<file path="src/rtl/csi_rx_align_word.sv">
// Multi-lane CSI-2 word aligner: de-skews per-lane byte streams into one word.
// Optional sync-error statistics counter enabled by CSI_RX_ALIGN_WORD_STATS_EN.
//
// state  | meaning
// IDLE   | waiting for any lane's valid_in; byte aligners hunt for SYNC
// ALIGN  | some lanes have arrived; waiting for the rest within MAX_SKEW
// LOCKED | taps latched; one de-skewed word per enabled cycle
// FLUSH  | single-cycle align_rst pulse back to the byte aligners
module csi_rx_align_word #(
    parameter int LANES    = 2,
    parameter int MAX_SKEW = 2
) (
    input  logic               clock,
    input  logic               reset_n,
    input  logic               enable,
    input  logic [8*LANES-1:0] data_in,
    input  logic [LANES-1:0]   valid_in,
    input  logic               packet_done,
    output logic               wait_for_sync,
    output logic               align_rst,
    output logic [8*LANES-1:0] word_out,
    output logic               word_vld,
    output logic [7:0]         sync_err_cnt
);

    localparam logic [2:0] SKEW_LIM = 3'(MAX_SKEW);

    typedef enum logic [1:0] {
        IDLE   = 2'd0,
        ALIGN  = 2'd1,
        LOCKED = 2'd2,
        FLUSH  = 2'd3
    } state_t;

    state_t             state;
    logic [LANES-1:0]   arrived;
    logic [LANES-1:0]   seen;
    logic [2:0]         cnt [LANES];
    logic [2:0]         tap [LANES];
    logic [2:0]         skew_cnt;
    logic [7:0]         dly [LANES][MAX_SKEW];
    logic [8*LANES-1:0] tapped;
    logic               timeout;

    assign seen    = arrived | valid_in;
    assign timeout = enable && (state == ALIGN) && !packet_done
                     && !(&seen) && (skew_cnt == SKEW_LIM);

    // dly[i][k] holds lane i's byte from k+1 enabled cycles ago; tap 0 is the live byte
    always_comb begin
        tapped = '0;
        for (int i = 0; i < LANES; i++) begin
            tapped[8*i +: 8] = data_in[8*i +: 8];
            for (int k = 0; k < MAX_SKEW; k++) begin
                if (tap[i] == 3'(k + 1)) begin
                    tapped[8*i +: 8] = dly[i][k];
                end
            end
        end
    end

    always_ff @(posedge clock or negedge reset_n) begin
        if (!reset_n) begin
            state         <= IDLE;
            arrived       <= '0;
            skew_cnt      <= '0;
            word_out      <= '0;
            word_vld      <= 1'b0;
            align_rst     <= 1'b0;
            wait_for_sync <= 1'b1;
            for (int i = 0; i < LANES; i++) begin
                cnt[i] <= '0;
                tap[i] <= '0;
                for (int k = 0; k < MAX_SKEW; k++) begin
                    dly[i][k] <= '0;
                end
            end
        end else if (enable) begin
            for (int i = 0; i < LANES; i++) begin
                dly[i][0] <= data_in[8*i +: 8];
                for (int k = 1; k < MAX_SKEW; k++) begin
                    dly[i][k] <= dly[i][k-1];
                end
            end
            align_rst     <= 1'b0;
            word_vld      <= 1'b0;
            wait_for_sync <= 1'b1;

            case (state)
                IDLE: begin
                    arrived  <= valid_in;
                    skew_cnt <= '0;
                    for (int i = 0; i < LANES; i++) begin
                        cnt[i] <= {2'b00, valid_in[i]};
                    end
                    if (&valid_in) begin
                        for (int i = 0; i < LANES; i++) begin
                            tap[i] <= '0;
                        end
                        state         <= LOCKED;
                        wait_for_sync <= 1'b0;
                    end else if (|valid_in) begin
                        skew_cnt <= 3'd1;
                        state    <= ALIGN;
                    end
                end

                ALIGN: begin
                    arrived <= seen;
                    if (skew_cnt != SKEW_LIM) begin
                        skew_cnt <= skew_cnt + 3'd1;
                    end
                    // cnt counts cycles since the lane's first valid, so it is the tap it needs
                    for (int i = 0; i < LANES; i++) begin
                        if (seen[i] && cnt[i] != SKEW_LIM) begin
                            cnt[i] <= cnt[i] + 3'd1;
                        end
                    end
                    if (packet_done) begin
                        state     <= FLUSH;
                        align_rst <= 1'b1;
                    end else if (&seen) begin
                        for (int i = 0; i < LANES; i++) begin
                            tap[i] <= cnt[i];
                        end
                        state         <= LOCKED;
                        wait_for_sync <= 1'b0;
                    end else if (timeout) begin
                        state     <= FLUSH;
                        align_rst <= 1'b1;
                    end
                end

                LOCKED: begin
                    if (packet_done || !(&valid_in)) begin
                        state     <= FLUSH;
                        align_rst <= 1'b1;
                    end else begin
                        word_out      <= tapped;
                        word_vld      <= 1'b1;
                        wait_for_sync <= 1'b0;
                    end
                end

                FLUSH: begin
                    state    <= IDLE;
                    arrived  <= '0;
                    skew_cnt <= '0;
                    for (int i = 0; i < LANES; i++) begin
                        cnt[i] <= '0;
                    end
                end

                default: state <= IDLE;
            endcase
        end
    end

`ifdef CSI_RX_ALIGN_WORD_STATS_EN
    logic [7:0] err_cnt;

    always_ff @(posedge clock or negedge reset_n) begin
        if (!reset_n) begin
            err_cnt <= '0;
        end else if (timeout && err_cnt != 8'hFF) begin
            err_cnt <= err_cnt + 8'd1;
        end
    end

    assign sync_err_cnt = err_cnt;
`else
    assign sync_err_cnt = 8'h00;
`endif

endmodule

</file>
<file path="config.mk">
export PLATFORM = sky130hd
export DESIGN_NAME = csi_rx_align_word
export DESIGN_NICKNAME = d
export VERILOG_FILES = /design/src/rtl/csi_rx_align_word.sv
export SDC_FILE = /design/constraint.sdc
export NUM_CORES = 1
export LEC_CHECK = 0
export ABC_AREA = 1
export CORE_MARGIN = 2
export CORE_UTILIZATION = 50
export CTS_BUF_LIST = sky130_fd_sc_hd__clkbuf_4
export CTS_CLUSTER_DIAMETER = 100
export DETAILED_ROUTE_END_ITERATION = 10
export HOLD_SLACK_MARGIN = 0.1
export PLACE_DENSITY = 0.79
export SYNTH_ARGS = -nofsm -noshare
export SYNTH_HDL_FRONTEND = slang
export SYNTH_SLANG_ARGS = --single-unit
</file>
<file path="constraint.sdc">
create_clock -name clock -period 1.85 [get_ports clock]
set_clock_uncertainty 0.2 [all_clocks]
set_input_delay 0.37 -clock clock [delete_from_list [all_inputs] [get_ports clock]]
set_output_delay 0.37 -clock clock [all_outputs]
set_load 0.01 [all_outputs]
</file>
==> run metrics <==
Iter 0 DRT Violations 166; # diodes 0; Fill cells 577; top post-synthesis cells by area dfrtp_1 (49%), nand2_1 (14%), inv_1 (6.0%); Max Cap Viol 0; Syn-to-layout area delta 22.4%; Syn Inst Count 417; WS Path Type reg2out; CP endpoint kind output pin; grt total ovfl 0; Seq/Total Area, Yosys 49.9%; final hold viol count 0; first-pass GRT wire length 12,000 µm; final setup fails 0; most frequent cells in the layout nand2_1 (128), dfrtp_1 (69), inv_1 (56); clk slew on worst S/H paths 0.12 ns; Mapped Area 3510 µm²; Initial Utilization 51.7%; Synth top area share 49.2%; CP Launch Type flip-flop; Slew Viols, Final 0; worst hold path class in2async; Buf/Inv on CP 1; DIE AREA 7710 µm²; CTS tree yes; minimum clock period after layout 1.76 ns; total number of vias 2,886; VDD IR max 604 µV; Root Driver clkbuf_4; CORE AREA 6790 µm²; Critical Path RT 1.28 ns; f_max 570 MHz; overall power 5.30 mW; hpwl dp 5030 µm; critical-path maximum fanout 2; initial antenna violation count 0; Placer Congestion 0.872; status finished clean; maximum clock path buffer count 2; global-route total usage across every layer 19.9%; slowest CP cell dfstp_2; CP arrival 1.19 ns; Final period util 94.9%; Via density 5.00; setup TNS 0 ns; final net count 510; synth unique cells 27; FP Rows 30; final wirelength 7270 µm; clk sinks 70; Mean Syn Cell Area 8.42 µm²; YS warnings 0; fraction of layout cells with a size suffix above 1 10.8%; CP Cell Sequence clkdlybuf4s15_1; number of global-route vias before repair 2,801; clock buffer count from CTS 9; drt wl/cell 12.6 µm; pin count of the biggest net entering global routing 39; Die Span X 87.8 µm; Max stage delay on crit path 0.55 ns; most common cell after layout, fill and taps aside nand2_1; later-pin clock latency in the skew report 0.41 ns; H-tree Lvls 3; CP top delay family flip-flops; leakage power 2.21 nW; Yosys top cell by area dfrtp_1; DRT antenna net count 0; number of synthesized register bits 70; DR pass1 iterations 4; Pwr Density 1230 nW/µm²; IO Pins 49; DR DRC count 0; Die Ht 87.8 µm; IO Port Bufs 40
final timing paths:
kind / startpoint / endpoint / slack [ns] / depth (start not counted)
min in group clock: dly[19] / dly[19] / 0.29 / 2
setup / recovery: wait_for_sync / wait_for_sync / 0.09 / 1
hold / removal: reset_n / dly[21] / 0.17 / 2
hold reg to reg: dly[19] / dly[19] / 0.29 / 2
max in group asynchronous: reset_n / wait_for_sync / 0.77 / 3
setup reg to reg: state[1] / state[1] / 0.13 / 8
worst register-to-register path: stages, from the launching register on:
cell	delay, ns
dfrtp_1	0.42
inv_1	0.11
ha_2	0.23
buf_4	0.18
nand2_1	0.06
nor2_1	0.18
nor2_2	0.08
nand2_1	0.07
o21ai_1	0.07
power by group:
part           total, mW  internal [mW]  switching, mW
sequential          2.18           1.92          0.255
combinational       2.00          0.852           1.14
clock               1.12          0.552          0.570
total               5.30           3.33           1.97
kinds of logic (layout without fill, tap and decap cells):
family          Yosys count  in the layout  share of synthesized area, %
xor+xnor                  1              1                         0.250
flops                    70             70                          49.9
other cells               1              8                         0.107
buf+inv                  81            138                          10.6
compound gates           94             94                          16.0
simple gates            158            158                          18.8
fa+ha+maj                12             12                          4.28
flip-flops by register name, summed over array words and instances, names as in the netlist, 2 cells and up:
signal and cells:
dly 32, cnt 6, word_out 16, tap 6
state 2, skew_cnt 3, arrived 2
cell usage after synthesis (all sizes together):
cell and number:
nor2 14, nand3 13, buf 19, conb 1, a21oi 21, a31oi 1, dfrtp 69, inv 59
clkbuf 3, o211ai 17, nand4 2, ha 12, dfstp 1, a22oi 17, o31ai 2, nand2 129
xor2 1, o21ai 36
metal layers:
| metal | up-vias | wire length (µm) | track usage [%] |
|---|---|---|---|
| li1 | 1453 | - | - |
| met1 | 1357 | 3270 | 24.6 |
| met2 | 64 | 3580 | 34.0 |
| met3 | 12 | 310 | 5.09 |
| met4 | 0 | 112 | 6.57 |
| met5 | - | 0 | 0 |
what timing repair did:
item                                   4_1_cts  5_1_grt
endpoints found under the hold margin       69        0
setup endpoints to repair                   19       28
buffers inserted                             0        1
resized for setup                           19        6
hold buffers                                 1        0
metrics by stage:
step	setup slack (ns)	std cells	cell area, µm²	hold WS [ns]	utilization (%)
detailed placement	-0.210	559	4120	0.0743	60.7
global placement	-0.180	559	4120	0.0723	60.7
CTS	0.0312	576	4270	0.157	62.9
finish	0.0948	577	4300	0.168	63.3
floorplan	0.188	424	3540	-0.126	-
global route	-0.00443	577	4300	0.159	63.3
layout make-up:
cell class                      count  area, µm²  share of cell area (%)
Timing Repair Buffer               63        611                    14.2
Clock buffer                        9       67.6                    1.57
Sequential cell                    70       1750                    40.8
Inverter                           59        221                    5.15
Multi-Input combinational cell    273       1430                    33.2
Clock inverter                      7       98.8                    2.30
Tap cell                           96        120                    2.79
(Power assumes the default switching activity.)
